==> src/rtl/tge_rx_bad_frame_counter.sv <==
// Bad receive frame counter for the TGE RX interface, read back through the rxbadctr register.
// Define TGE_RXBAD_SATURATE_EN to make the count stick at its maximum instead of wrapping.
module tge_rx_bad_frame_counter #(
    parameter int CTR_WIDTH       = 32,
    parameter int MIN_FRAME_WORDS = 8
) (
    input  logic        user_clk,
    input  logic        user_rst_n,
    input  logic        rx_valid,
    input  logic        rx_eof,
    input  logic        rx_bad_frame,
    input  logic        rx_overrun,
    input  logic        ctr_en,
    input  logic        ctr_rst,
    output logic [31:0] user_data_out,
    output logic        bad_pulse
);

    typedef enum logic [1:0] {
        IDLE  = 2'd0,
        FRAME = 2'd1,
        DROP  = 2'd2
    } state_t;

    state_t                 state;
    state_t                 state_nxt;
    logic [15:0]            word_cnt;
    logic [15:0]            word_cnt_nxt;
    logic [15:0]            word_inc;
    logic                   runt;
    logic                   bad_event;
    logic                   ctr_rst_d;
    logic                   clr;
    logic [CTR_WIDTH-1:0]   count;
    logic [CTR_WIDTH-1:0]   count_inc;

    // word_cnt is always 0 in IDLE, so word_inc doubles as the single-word frame length there.
    always_comb begin
        word_inc = (word_cnt == 16'hFFFF) ? word_cnt : word_cnt + 16'd1;
        runt     = ({16'd0, word_inc} < 32'(MIN_FRAME_WORDS));
    end

    always_comb begin
        state_nxt    = state;
        word_cnt_nxt = word_cnt;
        bad_event    = 1'b0;
        case (state)
            IDLE: begin
                bad_event = rx_overrun | (rx_valid & rx_eof & (rx_bad_frame | runt));
                if (rx_valid && !rx_eof) begin
                    state_nxt    = FRAME;
                    word_cnt_nxt = 16'd1;
                end
            end
            FRAME: begin
                if (rx_overrun) begin
                    // An overrun landing on the eof word closes the frame instead of swallowing the next one.
                    bad_event = 1'b1;
                    if (rx_valid && rx_eof) begin
                        state_nxt    = IDLE;
                        word_cnt_nxt = 16'd0;
                    end else begin
                        state_nxt    = DROP;
                        word_cnt_nxt = rx_valid ? word_inc : word_cnt;
                    end
                end else if (rx_valid) begin
                    if (rx_eof) begin
                        bad_event    = rx_bad_frame | runt;
                        state_nxt    = IDLE;
                        word_cnt_nxt = 16'd0;
                    end else begin
                        word_cnt_nxt = word_inc;
                    end
                end
            end
            DROP: begin
                if (rx_valid && rx_eof) begin
                    state_nxt    = IDLE;
                    word_cnt_nxt = 16'd0;
                end
            end
            default: begin
                state_nxt    = IDLE;
                word_cnt_nxt = 16'd0;
            end
        endcase
    end

    always_comb begin
        clr = ctr_rst & ~ctr_rst_d;
`ifdef TGE_RXBAD_SATURATE_EN
        count_inc = (&count) ? count : count + CTR_WIDTH'(1);
`else
        count_inc = count + CTR_WIDTH'(1);
`endif
    end

    always_ff @(posedge user_clk or negedge user_rst_n) begin
        if (!user_rst_n) begin
            state         <= IDLE;
            word_cnt      <= 16'd0;
            ctr_rst_d     <= 1'b0;
            count         <= '0;
            bad_pulse     <= 1'b0;
            user_data_out <= 32'd0;
        end else begin
            state         <= state_nxt;
            word_cnt      <= word_cnt_nxt;
            ctr_rst_d     <= ctr_rst;
            bad_pulse     <= bad_event & ctr_en;
            // Clear beats a coincident event; the strobe still reports the event.
            if (clr) begin
                count <= '0;
            end else if (bad_event && ctr_en) begin
                count <= count_inc;
            end
            user_data_out <= 32'(count);
        end
    end

endmodule

==> config.mk <==
export PLATFORM = sky130hd
export DESIGN_NAME = tge_rx_bad_frame_counter
export DESIGN_NICKNAME = d
export VERILOG_FILES = /design/src/rtl/tge_rx_bad_frame_counter.sv
export SDC_FILE = /design/constraint.sdc
export NUM_CORES = 1
export LEC_CHECK = 0
export ABC_CLOCK_PERIOD_IN_PS = 8500
export BUFFER_PORTS_ARGS = -buffer_cell sky130_fd_sc_hd__buf_4
export CAP_MARGIN = 10
export CORE_ASPECT_RATIO = 0.6
export CORE_UTILIZATION = 35
export DETAILED_ROUTE_END_ITERATION = 12
export GPL_ROUTABILITY_DRIVEN = 0
export PLACE_DENSITY = 0.59
export SLEW_MARGIN = 20
export SYNTH_ARGS = -nofsm -noshare
export SYNTH_HDL_FRONTEND = slang
export SYNTH_SLANG_ARGS = --single-unit
==> constraint.sdc <==
create_clock -name user_clk -period 8.5 [get_ports user_clk]
set_input_delay 1.275 -clock user_clk [delete_from_list [all_inputs] [get_ports user_clk]]
set_output_delay 1.275 -clock user_clk [all_outputs]
set_load 0.02 [all_outputs]
==> metrics.md <==
| Metric | Value |
|---|---|
| Status | `finished, final reports clean` |
| First-pass GRT wire length | `14,800 µm` |
| Final Hold Viols | `0` |
| Hold Path Origin | `count[31]$_DFFE_PN0P_` |
| GRT Total Usage | `roughly 16%` |
| Final Max Slew Viols | `0` |
| Residual DRC | `0` |
| HP Class | `reg -> reg` |
| Final nets | `439` |
| Fmax | `about 0.25 GHz` |
| Worst reg2reg path depth | `10` |
| Post-synthesis xor/xnor area fraction | `around 1.4%` |
| Compound-cell area share of the yosys netlist | `between 10% and 20%` |
| Initial antenna violation count | `0` |
| Detail Placement HPWL | `just over 6000 µm` |
| Port bufs | `40` |
| Detailed Route WL | `between 9000 and 10,000 µm` |
| Post-CTS Setup Bufs | `0` |
| Place WS | `about 4500 ps` |
| Diode count | `0` |
| Gates resized, CTS repair | `0` |
| Root buf cell | `clkbuf_16` |
| CP arrival | `between 4000 and 5000 ps` |
| Horiz. Die Dim | `roughly 140 µm` |
| Largest family of logic cells by synthesized area | `simple AND/OR/NAND/NOR gates` |
| Vias in the first global route | `2,798` |
| Post-synthesis register bit count | `84` |
| Slew @ Worst Pin | `a little under 800 ps` |
| Worst-path clk slew | `roughly 70 ps` |
| Synthesis-to-finish area growth | `19.0%` |
| Met3 WL | `549 µm` |
| I/O pins | `between 40 and 50` |
| Syn_area_per_cell | `roughly 9.9 µm²` |
| DRT iter0 DRCs | `245` |
| Cell count after synthesis | `slightly below 400` |
| Count of different cell masters after synthesis | `52` |
| CP required | `between 8000 and 9000 ps` |
| Synth Area in Simple Gates | `roughly 21%` |
| CTS Hold Bufs | `0` |
| Pin count of the biggest net entering global routing | `85` |
| Worst setup path class | `reg -> reg` |
| Maximum vdd ir drop | `0.116 mV` |
| Final setup viols | `0` |
| Max_cap viols | `0` |
| Clock latency on the worst-skew pair | `350 ps` |
| Placed Area | `4300 µm²` |
| Wire length per cell | `15.8 µm` |
| Area of the core | `about 11,000 µm²` |
| Cell taking the most area after synthesis | `dfrtp_1` |
| DR top layer | `met4` |
| Worst-path maximum fanout | `11` |
| Worst R2R Setup Slack | `4460 ps` |
| Initial Util | `between 30% and 40%` |
| Power per standard cell area | `roughly 210 nW/µm²` |
| Final cell count without fillers | `around 570` |
| Post-synth top area share | `between 50 and 60%` |
| Lkg Pwr | `about 2 nW` |
| Die area | `11,500 µm²` |
| Final Cell Area | `about 4600 µm²` |
| Gr ovfl total | `0` |
| Slew HR | `between 40% and 50%` |
| Post-synth ARST share | `between 90% and 100%` |
| Seq/Total Area, Yosys | `54.1%` |
| Worst setup SP type | `flip-flop` |
| Syn nets | `between 400 and 500` |
| Dominant cells by area after synthesis | `dfrtp_1 (54%), a21oi_1 (4.6%), nand2_1 (3.8%), or4_1 (2.9%), o21ai_0 (2.8%)` |
| Most common cell in the netlist | `dfrtp_1` |
| Most common flop cell mapped by yosys | `dfrtp_1` |
| Clock buffer depth | `2` |
| Worst Setup Slack, final | `between 4000 and 5000 ps` |
| Placed insts | `~560` |
| R2R Path End | `count[22]$_DFFE_PN0P_` |
| Multiplexer share of the synthesized area | `approximately 1.3%` |
| Hold path cells | `0` |
| Drt first pass iters | `5` |
| TritonCTS clock tree | `yes` |
| Core Rows | `29` |
| Metal2 WL | `3590 µm` |
| Post-synth EDFFs | `0` |
| Synth cell count leaders | `dfrtp_1 (84), nand2_1 (39), a21oi_1 (36)` |
| TritonCTS Sinks | `between 80 and 90` |
| Post-Synth Adder-Cell Area | `less than 1%` |
| DR vias/cell | `5.61` |
| CP endpoint kind | `flip-flop` |
| Reg-to-Reg Start | `word_cnt[0]$_DFFE_PN0P_` |
| Antenna viol nets, final | `0` |
| Mapped Area | `~3900 µm²` |
| CTS HTree Levels | `3` |
| Layout cells sized above 1 | `between 10% and 20%` |
| Met1 wire length | `4810 µm` |
| Setup TNS | `0 ps` |
| CTS buffer count | `9` |
| Hold EP | `user_data_out[31]$_DFF_PN0_` |
| Die height | `roughly 84 µm` |
| Vias | `about 3.2k` |
| Final worst path period share | `47.5%` |
| RSZ-0062 raised after global routing | `no` |
| Final core utilization | `roughly 43%` |
| Skew final | `8.79 ps` |
| Tmin final | `4040 ps` |
| Yosys Warn Count | `0` |
==> placed cells by master (no fill, tap or decap), types with 2 or more instances in the layout <==
cell and n:
xor2_1 2, and4_1 3, inv_1 10, nor3_1 7, nor3b_1 2, a21oi_1 36, a21o_1 2, xnor2_1 4
nand2_1 39, buf_4 43, o31ai_1 13, o21ai_1 17, nor2_1 20, mux2i_1 4, o21ai_0 22, and3_1 6
or4_1 15, or3_1 15, clkinv_4 2, nand4b_1 2, clkinvlp_4 2, o22a_1 2, a31oi_1 7, dfrtp_1 84
o211ai_1 4, ha_1 2, and2_1 3, nor4_1 6, nand3_1 12, nand4_1 11, clkbuf_16 9, o31a_1 2
==> critical path, cell delays in order, from the launching register on <==
cell	delay [ps]
dfrtp_1	410
ha_1	290
nand4_2	220
or4_1	730
a211o_1	350
a221o_1	380
nor4_4	360
o211ai_1	260
clkbuf_4	290
or4_1	500
a21oi_1	160
==> layer usage <==
metal / vias to the layer above / global-route usage, %
met5: - / 0
met4: 0 / 4.80
met3: 9 / 4.88
met2: 97 / 21.2
met1: 1572 / 25.5
li1: 1536 / -
==> cells by family (layout without fill, tap and decap cells) <==
logic type,after synthesis,count (layout)
simple gates,149,149
compound gates,116,116
flops,84,84
buf+inv,31,72
xor+xnor,6,6
mux,5,5
fa+ha+maj,2,2
==> final cells by class <==
class	count	area, µm²
Sequential cell	84	2100
Tap cell	139	174
Inverter	11	41.3
Timing Repair Buffer	45	342
Fill cell	1061	6040
Clock inverter	6	71.3
Multi-Input combinational cell	278	1660
Clock buffer	10	239
==> through the flow <==
step / power (mW) / hold WS [ps]
after floorplan: 0.514 / 367
after global placement: 0.556 / 395
after detailed placement: 0.559 / 399
after CTS: 0.965 / 412
after global routing: 0.997 / 428
final: 0.957 / 411
==> worst max-delay path by stage <==
| stage | endpoint | slack [ps] | cells past startpoint | startpoint |
|---|---|---|---|---|
| 6_report | count[22]$_DFFE_PN0P_ | 4460 | 10 | word_cnt[0]$_DFFE_PN0P_ |
| 5_1_grt | count[22]$_DFFE_PN0P_ | 4230 | 10 | word_cnt[0]$_DFFE_PN0P_ |
| 4_1_cts | count[22]$_DFFE_PN0P_ | 4420 | 9 | word_cnt[0]$_DFFE_PN0P_ |
| 3_5_place_dp | count[22]$_DFFE_PN0P_ | 4470 | 9 | word_cnt[0]$_DFFE_PN0P_ |
| 3_3_place_gp | count[22]$_DFFE_PN0P_ | 4590 | 9 | word_cnt[0]$_DFFE_PN0P_ |
| 2_1_floorplan | count[22]$_DFFE_PN0P_ | 5140 | 10 | word_cnt[0]$_DFFE_PN0P_ |
==> state kept, by name, indices dropped and copies added, names as in the netlist <==
register,count
state,2
user_data_out,32
count,32
ctr_rst_d,1
bad_pulse,1
word_cnt,16
==> power by group <==
group	leakage (nW)	total [mW]	internal, mW	switching [mW]
combinational	0.665	0.109	0.0400	0.0687
sequential	1.16	0.444	0.419	0.0253
clock	0.145	0.404	0.238	0.166
No activity file was read; power rests on OpenSTA's default activity.
